File: config.mk
export PLATFORM = sky130hd
export DESIGN_NAME = vga_timing_sched_flat
export DESIGN_NICKNAME = d
export VERILOG_FILES = /design/src/rtl/vga_timing_sched_if.sv /design/src/rtl/vga_timing_sched.sv /design/src/flat_wrapper.sv
export SDC_FILE = /design/constraint.sdc
export NUM_CORES = 1
export LEC_CHECK = 0
export ABC_AREA = 1
export CAP_MARGIN = 10
export CORE_MARGIN = 4
export CORE_UTILIZATION = 57
export DETAILED_ROUTE_END_ITERATION = 10
export GPL_TIMING_DRIVEN = 0
export PLACE_DENSITY = 0.93
export SYNTH_ARGS = -nofsm -noshare
export SYNTH_HDL_FRONTEND = slang
export SYNTH_SLANG_ARGS = --single-unit
File: constraint.sdc
create_clock -name i_clk -period 3.5 [get_ports i_clk]
set_input_delay 0.7 -clock i_clk [delete_from_list [all_inputs] [get_ports i_clk]]
set_output_delay 0.7 -clock i_clk [all_outputs]
set_load 0.01 [all_outputs]
File: src/rtl/vga_timing_sched_if.sv
// VGA timing/scheduler bundle: sync, blank, scaled coordinates, frame count, change requests.
// Latency: none; this file only groups wires.
// Backpressure: none; outputs are free-running, and requests are levels sampled every clock.
interface vga_timing_sched_if #(
   parameter int HW          = 10,
   parameter int VW          = 10,
   parameter int SCALE_SHIFT = 1,
   parameter int NUM_REQ     = 2
);
   logic                      pix_en;
   logic                      hsync;
   logic                      vsync;
   logic                      comp_sync;
   logic                      blank;
   logic [HW-SCALE_SHIFT-1:0] pixel_x;
   logic [VW-SCALE_SHIFT-1:0] pixel_y;
   logic [7:0]                frame_cnt;
   logic [NUM_REQ-1:0]        chg_req;
   logic [NUM_REQ-1:0]        chg_strobe;
   logic [NUM_REQ-1:0]        chg_pend;

   // The timing generator drives everything except the request levels.
   modport master (
      output pix_en, hsync, vsync, comp_sync, blank, pixel_x, pixel_y, frame_cnt,
      output chg_strobe, chg_pend,
      input  chg_req
   );

   // The consumer (main_logic) raises requests and watches the timing outputs.
   modport slave (
      input  pix_en, hsync, vsync, comp_sync, blank, pixel_x, pixel_y, frame_cnt,
      input  chg_strobe, chg_pend,
      output chg_req
   );
endinterface

File: src/rtl/vga_timing_sched.sv
// VGA timing generator with a pixel clock-enable divider and a frame-synchronous change scheduler.
// Latency: outputs are registered decodes of the counters after each advance; strobes fire on the vblank-start edge.
// Backpressure: none; the generator free-runs, and requests stay pending until the next vblank start.
module vga_timing_sched #(
   parameter int CLK_DIV     = 4,
   parameter int H_ACTIVE    = 640,
   parameter int H_FP        = 16,
   parameter int H_SYNC      = 96,
   parameter int H_BP        = 48,
   parameter int V_ACTIVE    = 480,
   parameter int V_FP        = 10,
   parameter int V_SYNC      = 2,
   parameter int V_BP        = 33,
   parameter bit SYNC_POL    = 1'b0,
   parameter int SCALE_SHIFT = 1,
   parameter int HW          = 10,
   parameter int VW          = 10,
   parameter int NUM_REQ     = 2
) (
   input  logic                i_clk,
   input  logic                i_rst,
   vga_timing_sched_if.master  io_vga
);
   localparam int HT  = H_ACTIVE + H_FP + H_SYNC + H_BP;
   localparam int VT  = V_ACTIVE + V_FP + V_SYNC + V_BP;
   localparam int DW  = (CLK_DIV > 1) ? $clog2(CLK_DIV) : 1;
   localparam int PXW = HW - SCALE_SHIFT;
   localparam int PYW = VW - SCALE_SHIFT;

   localparam logic [DW-1:0] L_DIV_LAST = DW'(CLK_DIV - 1);
   localparam logic [HW-1:0] L_H_LAST   = HW'(HT - 1);
   localparam logic [VW-1:0] L_V_LAST   = VW'(VT - 1);
   localparam logic [VW-1:0] L_V_ACT    = VW'(V_ACTIVE);

   logic [DW-1:0]      r_div_cnt;
   logic               r_pix_en;
   logic [HW-1:0]      r_hcnt;
   logic [VW-1:0]      r_vcnt;
   logic               r_hsync;
   logic               r_vsync;
   logic               r_comp_sync;
   logic               r_blank;
   logic [PXW-1:0]     r_pixel_x;
   logic [PYW-1:0]     r_pixel_y;
   logic [7:0]         r_frame_cnt;
   logic [NUM_REQ-1:0] r_req_q;
   logic [NUM_REQ-1:0] r_strobe;
   logic [NUM_REQ-1:0] r_pend;

   logic [DW-1:0]      w_div_nxt;
   logic               w_h_wrap;
   logic               w_v_wrap;
   logic [HW-1:0]      w_h_nxt;
   logic [VW-1:0]      w_v_nxt;
   logic [31:0]        w_hn;
   logic [31:0]        w_vn;
   logic               w_hs_act;
   logic               w_vs_act;
   logic               w_h_act;
   logic               w_v_act;
   logic               w_f_inc;
   logic               w_vbs;
   logic [NUM_REQ-1:0] w_rise;

   assign w_div_nxt = (r_div_cnt == L_DIV_LAST) ? '0 : r_div_cnt + DW'(1);

   // Next counter values; they only move on a pixel-enable clock.
   assign w_h_wrap = (r_hcnt == L_H_LAST);
   assign w_v_wrap = (r_vcnt == L_V_LAST);
   assign w_h_nxt  = !r_pix_en ? r_hcnt : (w_h_wrap ? '0 : r_hcnt + HW'(1));
   assign w_v_nxt  = !(r_pix_en && w_h_wrap) ? r_vcnt : (w_v_wrap ? '0 : r_vcnt + VW'(1));
   assign w_f_inc  = r_pix_en && w_h_wrap && w_v_wrap;

   // Output decode looks at the new counter values so the outputs line up with the counters.
   assign w_hn     = 32'(w_h_nxt);
   assign w_vn     = 32'(w_v_nxt);
   assign w_hs_act = (w_hn >= 32'(H_ACTIVE + H_FP)) && (w_hn < 32'(H_ACTIVE + H_FP + H_SYNC));
   assign w_vs_act = (w_vn >= 32'(V_ACTIVE + V_FP)) && (w_vn < 32'(V_ACTIVE + V_FP + V_SYNC));
   assign w_h_act  = (w_hn < 32'(H_ACTIVE));
   assign w_v_act  = (w_vn < 32'(V_ACTIVE));

   // Vblank start: this pixel step lands on column 0 of the first blanked line.
   assign w_vbs    = r_pix_en && w_h_wrap && (w_v_nxt == L_V_ACT);
   assign w_rise   = io_vga.chg_req & ~r_req_q;

   // Pixel-enable divider; pix_en is high while the divider sits on its last count.
   always_ff @(posedge i_clk or negedge i_rst) begin
      if (!i_rst) begin
         r_div_cnt <= '0;
         r_pix_en  <= 1'b0;
      end else begin
         r_div_cnt <= w_div_nxt;
         r_pix_en  <= (w_div_nxt == L_DIV_LAST);
      end
   end

   // Horizontal, vertical and frame counters.
   always_ff @(posedge i_clk or negedge i_rst) begin
      if (!i_rst) begin
         r_hcnt      <= '0;
         r_vcnt      <= '0;
         r_frame_cnt <= '0;
      end else begin
         r_hcnt <= w_h_nxt;
         r_vcnt <= w_v_nxt;
         if (w_f_inc) begin
            r_frame_cnt <= r_frame_cnt + 8'd1;
         end
      end
   end

   // Registered sync/blank decode; the coordinates hold their last active value through blanking.
   always_ff @(posedge i_clk or negedge i_rst) begin
      if (!i_rst) begin
         r_hsync     <= ~SYNC_POL;
         r_vsync     <= ~SYNC_POL;
         r_comp_sync <= 1'b1;
         r_blank     <= 1'b0;
         r_pixel_x   <= '0;
         r_pixel_y   <= '0;
      end else begin
         r_hsync     <= w_hs_act ? SYNC_POL : ~SYNC_POL;
         r_vsync     <= w_vs_act ? SYNC_POL : ~SYNC_POL;
         r_comp_sync <= ~(w_hs_act | w_vs_act);
         r_blank     <= ~(w_h_act & w_v_act);
         if (w_h_act) begin
            r_pixel_x <= w_h_nxt[HW-1:SCALE_SHIFT];
         end
         if (w_v_act) begin
            r_pixel_y <= w_v_nxt[VW-1:SCALE_SHIFT];
         end
      end
   end

   // Change scheduler: capture rising edges, release them as one strobe per channel at vblank start.
   // An edge arriving on the vblank-start clock becomes pending and is served one frame later.
   always_ff @(posedge i_clk or negedge i_rst) begin
      if (!i_rst) begin
         r_req_q  <= '0;
         r_strobe <= '0;
         r_pend   <= '0;
      end else begin
         r_req_q  <= io_vga.chg_req;
         r_strobe <= w_vbs ? r_pend : '0;
         r_pend   <= (w_vbs ? '0 : r_pend) | w_rise;
      end
   end

   assign io_vga.pix_en     = r_pix_en;
   assign io_vga.hsync      = r_hsync;
   assign io_vga.vsync      = r_vsync;
   assign io_vga.comp_sync  = r_comp_sync;
   assign io_vga.blank      = r_blank;
   assign io_vga.pixel_x    = r_pixel_x;
   assign io_vga.pixel_y    = r_pixel_y;
   assign io_vga.frame_cnt  = r_frame_cnt;
   assign io_vga.chg_strobe = r_strobe;
   assign io_vga.chg_pend   = r_pend;
endmodule
File: src/flat_wrapper.sv
// flat-port wrapper written by rule: the top's interface ports become plain ports
module vga_timing_sched_flat 
#(
   parameter int CLK_DIV     = 4,
   parameter int H_ACTIVE    = 640,
   parameter int H_FP        = 16,
   parameter int H_SYNC      = 96,
   parameter int H_BP        = 48,
   parameter int V_ACTIVE    = 480,
   parameter int V_FP        = 10,
   parameter int V_SYNC      = 2,
   parameter int V_BP        = 33,
   parameter bit SYNC_POL    = 1'b0,
   parameter int SCALE_SHIFT = 1,
   parameter int HW          = 10,
   parameter int VW          = 10,
   parameter int NUM_REQ     = 2
)
  (i_clk, i_rst, io_vga_pix_en, io_vga_hsync, io_vga_vsync, io_vga_comp_sync, io_vga_blank, io_vga_pixel_x, io_vga_pixel_y, io_vga_frame_cnt, io_vga_chg_strobe, io_vga_chg_pend, io_vga_chg_req);
  vga_timing_sched_if #(.HW(HW), .VW(VW), .SCALE_SHIFT(SCALE_SHIFT), .NUM_REQ(NUM_REQ)) io_vga_i ();
  input  logic i_clk;
  input  logic i_rst;
  output wire logic [$bits(io_vga_i.pix_en)-1:0] io_vga_pix_en;
  output wire logic [$bits(io_vga_i.hsync)-1:0] io_vga_hsync;
  output wire logic [$bits(io_vga_i.vsync)-1:0] io_vga_vsync;
  output wire logic [$bits(io_vga_i.comp_sync)-1:0] io_vga_comp_sync;
  output wire logic [$bits(io_vga_i.blank)-1:0] io_vga_blank;
  output wire logic [$bits(io_vga_i.pixel_x)-1:0] io_vga_pixel_x;
  output wire logic [$bits(io_vga_i.pixel_y)-1:0] io_vga_pixel_y;
  output wire logic [$bits(io_vga_i.frame_cnt)-1:0] io_vga_frame_cnt;
  output wire logic [$bits(io_vga_i.chg_strobe)-1:0] io_vga_chg_strobe;
  output wire logic [$bits(io_vga_i.chg_pend)-1:0] io_vga_chg_pend;
  input wire logic [$bits(io_vga_i.chg_req)-1:0] io_vga_chg_req;
  assign io_vga_pix_en = io_vga_i.pix_en;
  assign io_vga_hsync = io_vga_i.hsync;
  assign io_vga_vsync = io_vga_i.vsync;
  assign io_vga_comp_sync = io_vga_i.comp_sync;
  assign io_vga_blank = io_vga_i.blank;
  assign io_vga_pixel_x = io_vga_i.pixel_x;
  assign io_vga_pixel_y = io_vga_i.pixel_y;
  assign io_vga_frame_cnt = io_vga_i.frame_cnt;
  assign io_vga_chg_strobe = io_vga_i.chg_strobe;
  assign io_vga_chg_pend = io_vga_i.chg_pend;
  assign io_vga_i.chg_req = io_vga_chg_req;
  vga_timing_sched #(.CLK_DIV(CLK_DIV), .H_ACTIVE(H_ACTIVE), .H_FP(H_FP), .H_SYNC(H_SYNC), .H_BP(H_BP), .V_ACTIVE(V_ACTIVE), .V_FP(V_FP), .V_SYNC(V_SYNC), .V_BP(V_BP), .SYNC_POL(SYNC_POL), .SCALE_SHIFT(SCALE_SHIFT), .HW(HW), .VW(VW), .NUM_REQ(NUM_REQ)) u_core (.i_clk(i_clk), .i_rst(i_rst), .io_vga(io_vga_i));
endmodule
==> flow_summary_export.csv <==
group,metric,value,unit
logic_synthesis,synth_cells,339,
clocking,cts_setup_buffers,0,
outcome,status,"finished clean",
global_routing,grt_first_pass_wirelength,11000,um
critical_path,path_class,"flop to flop",
place,dp.cells,448,
global_routing,grt_overflow,0,
critical_path,worstSetupEndpointType,"flop",
sta,period_share,60.8,%
clocking,clkLatencyLatePin,0.33,ns
sta,slew_viol_final,0,
pwr,power.total,1.42,mW
floorplan,core_area,5110,um^2
min_path,hold_class,"primary input to async pin",
logic_synthesis,ys_types,38,
sta,rsz0062_at_grt,"false",
routing,num_vias,2396,
critical_path,reg2reg_from,"u_core.r_vcnt[0]$_DFF_PN0_",
critical_path,worst_ep_arrival_time,2.35,ns
final_layout,final_core_util,73.2,%
logic_synthesis,ys_seq_area_share,49.1,%
critical_path,critPathLaunch,"u_core.r_vcnt[0]$_DFF_PN0_",
routing,postRouteAntennaNets,0,
floorplan,die_h,80.7,um
critical_path,cp_data_required_time,3.73,ns
final_layout,antenna_cells,0,
critical_path,start_kind,"flop",
floorplan,fp-row-count,26,
sta,fmax,470,MHz
place,gp_congestion,0.936,
logic_synthesis,synth_area,3020,um^2
critical_path,cp_num_buf_inv,2,
global_routing,antenna_found_initial,0,
floorplan,num_io_pins,39,
critical_path,cpMostUsedCell,"nand2_1",
final_layout,syn_to_final_growth,23.9,%
job,max_cap_violations,0,
final_layout,final_nets,399,
sta,holdWs,0.398,ns
global_routing,grt_max_degree,32,
logic_synthesis,syn_avg_cell_area,8.89,um^2
clocking,cts_sinks,59,
critical_path,crit_path_cell_trace,"ha_1 > nand2_1 > nor2_2 > inv_1 > o21ai_0 > nand2_1 > nand2_2 > nor2_1 > nand2_1 > nand2_4 > buf_12 > nand2_2 > nand2_1",
sta,tightest_slew,0.658,ns
clocking,cts_tree,"done",
global_routing,grt_pass1_vias,2489,
pwr,leakage,1.95,nW
clocking,root_buffer,"clkbuf_8",
sta,finalHoldViolCount,0,
sta,skew,0.00565,ns
final_layout,final_cells,464,
pwr,powerDensity,380,nW/um^2
sta,relSlewSlack,56.2,%
floorplan,start_util,59.0,%
clocking,clkTransAtPathRegs,0.07,ns
sta,fin_crit,2.13,ns
place,port_buffers,38,
sta,setup_viol_count_final,0,
logic_synthesis,yosysWarnings,0,
logic_synthesis,ys.flop_type,"dfrtp_1",
place,detailed_place_hpwl,4640,um
clocking,cts-resized-gates,0,
critical_path,cp_top_family,"simple AND/OR/NAND/NOR gates",
logic_synthesis,synth-edff-count,0,
sta,tns,0,ns
logic_synthesis,ys_seq_elements,59,
critical_path,critPathMaxFanout,10,
routing,viasPerCell,5.16,
floorplan,die_w,80.7,um
critical_path,slowest_stage,"dfrtp_1",
logic_synthesis,async_flop_share,100,%
clocking,clock_path_buffers,2,
final_layout,drive_gt1_share,20.6,%
clocking,postCtsHoldBufs,0,
clocking,htreeDepth,3,
pwr,ir_worst_vdd,0.345,mV
routing,drc,0,
floorplan,dieArea,6520,um^2
clocking,cts_buffers,9,
routing,avgRoutedWirePerCell,13.7,um
logic_synthesis,syn_nets,349,
critical_path,slowest_delay,0.48,ns
routing,first_pass_iters,4,
routing,wl,6360,um
routing,first_iter_violations,134,
global_routing,grt_util_all_layers,22.3,%
state kept, by name, indices dropped and copies added, names as in the netlist:
signal and count:
u_core.r_vcnt 10, u_core.r_div_cnt 2, u_core.r_hcnt 10, u_core.io_vga.chg_strobe 2, u_core.io_vga.blank 1, u_core.io_vga.hsync 1
u_core.io_vga.frame_cnt 8, u_core.io_vga.comp_sync 1, u_core.r_req_q 2, u_core.io_vga.pixel_x 9, u_core.io_vga.vsync 1, u_core.io_vga.chg_pend 2
u_core.io_vga.pixel_y 9, u_core.io_vga.pix_en 1
final cells by class:
class                   count  area (um^2)
clock inverters             3         68.8
clock buffers              13          169
well taps                  70         87.6
repair buffers             39          395
flip-flops and latches     59         1480
inverters                  57          214
fillers                   366         1370
plain buffers               3         42.5
multi-input cells         220         1280
logic make-up (layout without fill, tap and decap cells):
group           after synthesis  after routing  synth area share, %
simple gates                182            182                 31.7
compound gates               23             23                 5.60
buf+inv                      60            115                 8.51
xor+xnor                      9              9                 2.61
flops                        59             59                 49.1
fa+ha+maj                     6              6                 2.49
power breakdown:
part | switching, mW | internal [mW] | leakage [nW]
Combinational | 0.0141 | 0.00498 | 1.06
Sequential | 0.000361 | 0.683 | 0.774
Clock | 0.258 | 0.461 | 0.120
layer usage:
metal	vias up	part of all wire (%)	GRT usage (%)
met2	74	50	36.3
met4	0	2.2	11.1
met3	15	5.0	5.54
met5	-	0	0
li1	1164	-	-
met1	1143	43	27.8
cells in the final DEF, fill, tap and decap left out, types with 5 or more instances in the layout:
cell / instances
o21ai_2: 7
dfrtp_1: 56
clkdlybuf4s50_1: 37
ha_1: 6
nand2_1: 88
nand3_1: 22
clkbuf_8: 12
nor2_1: 21
inv_1: 47
nor2_2: 8
inv_2: 9
xnor2_1: 5
nand2_2: 16
nand4_1: 9
worst paths after layout:
| path | slack, ns | depth (start not counted) | endpoint |
|---|---|---|---|
| max | 1.37 | 13 | u_core.io_vga.pixel_y[0]$_DFFE_PN0N_ |
| min | 0.40 | 1 | u_core.r_div_cnt[1]$_DFF_PN0_ |
| max reg2reg | 1.37 | 13 | u_core.io_vga.pixel_y[0]$_DFFE_PN0N_ |
| min in group i_clk | 0.47 | 1 | u_core.r_div_cnt[0]$_DFF_PN0_ |
| max in group asynchronous | 2.44 | 2 | u_core.io_vga.hsync$_DFF_PN1_ |
| min reg2reg | 0.47 | 1 | u_core.r_div_cnt[0]$_DFF_PN0_ |
per-stage QoR:
step / area, um^2 / worst slack [ns]
after CTS: 3740 / 1.35
after global placement: 3480 / -0.0410
after detailed placement: 3500 / 1.40
final: 3740 / 1.37
after global routing: 3740 / 1.15
after floorplan: 3020 / 1.69
synth_stat cells (all sizes together) (3+ instances only):
cell   number  area [um^2]
xor2        4         35.0
nand4      11         81.3
xnor2       5         43.8
inv        56          210
nand3      28          193
o21ai      12         86.3
ha          6         75.1
buf         3         42.5
nor2       33          200
nand2     105          442
a21oi       5         28.8
dfrtp      56         1400
dfstp       3         78.8
worst register-to-register path: cells and delay by family (launching register included):
family | cells | cell delay, ns
buffers and inverters | 2 | 0.24
adders and majority gates | 1 | 0.25
DFF | 1 | 0.48
and+or+nand+nor | 9 | 0.90
AOI/OAI and AO/OA | 1 | 0.16
(Power assumes the default switching activity.)
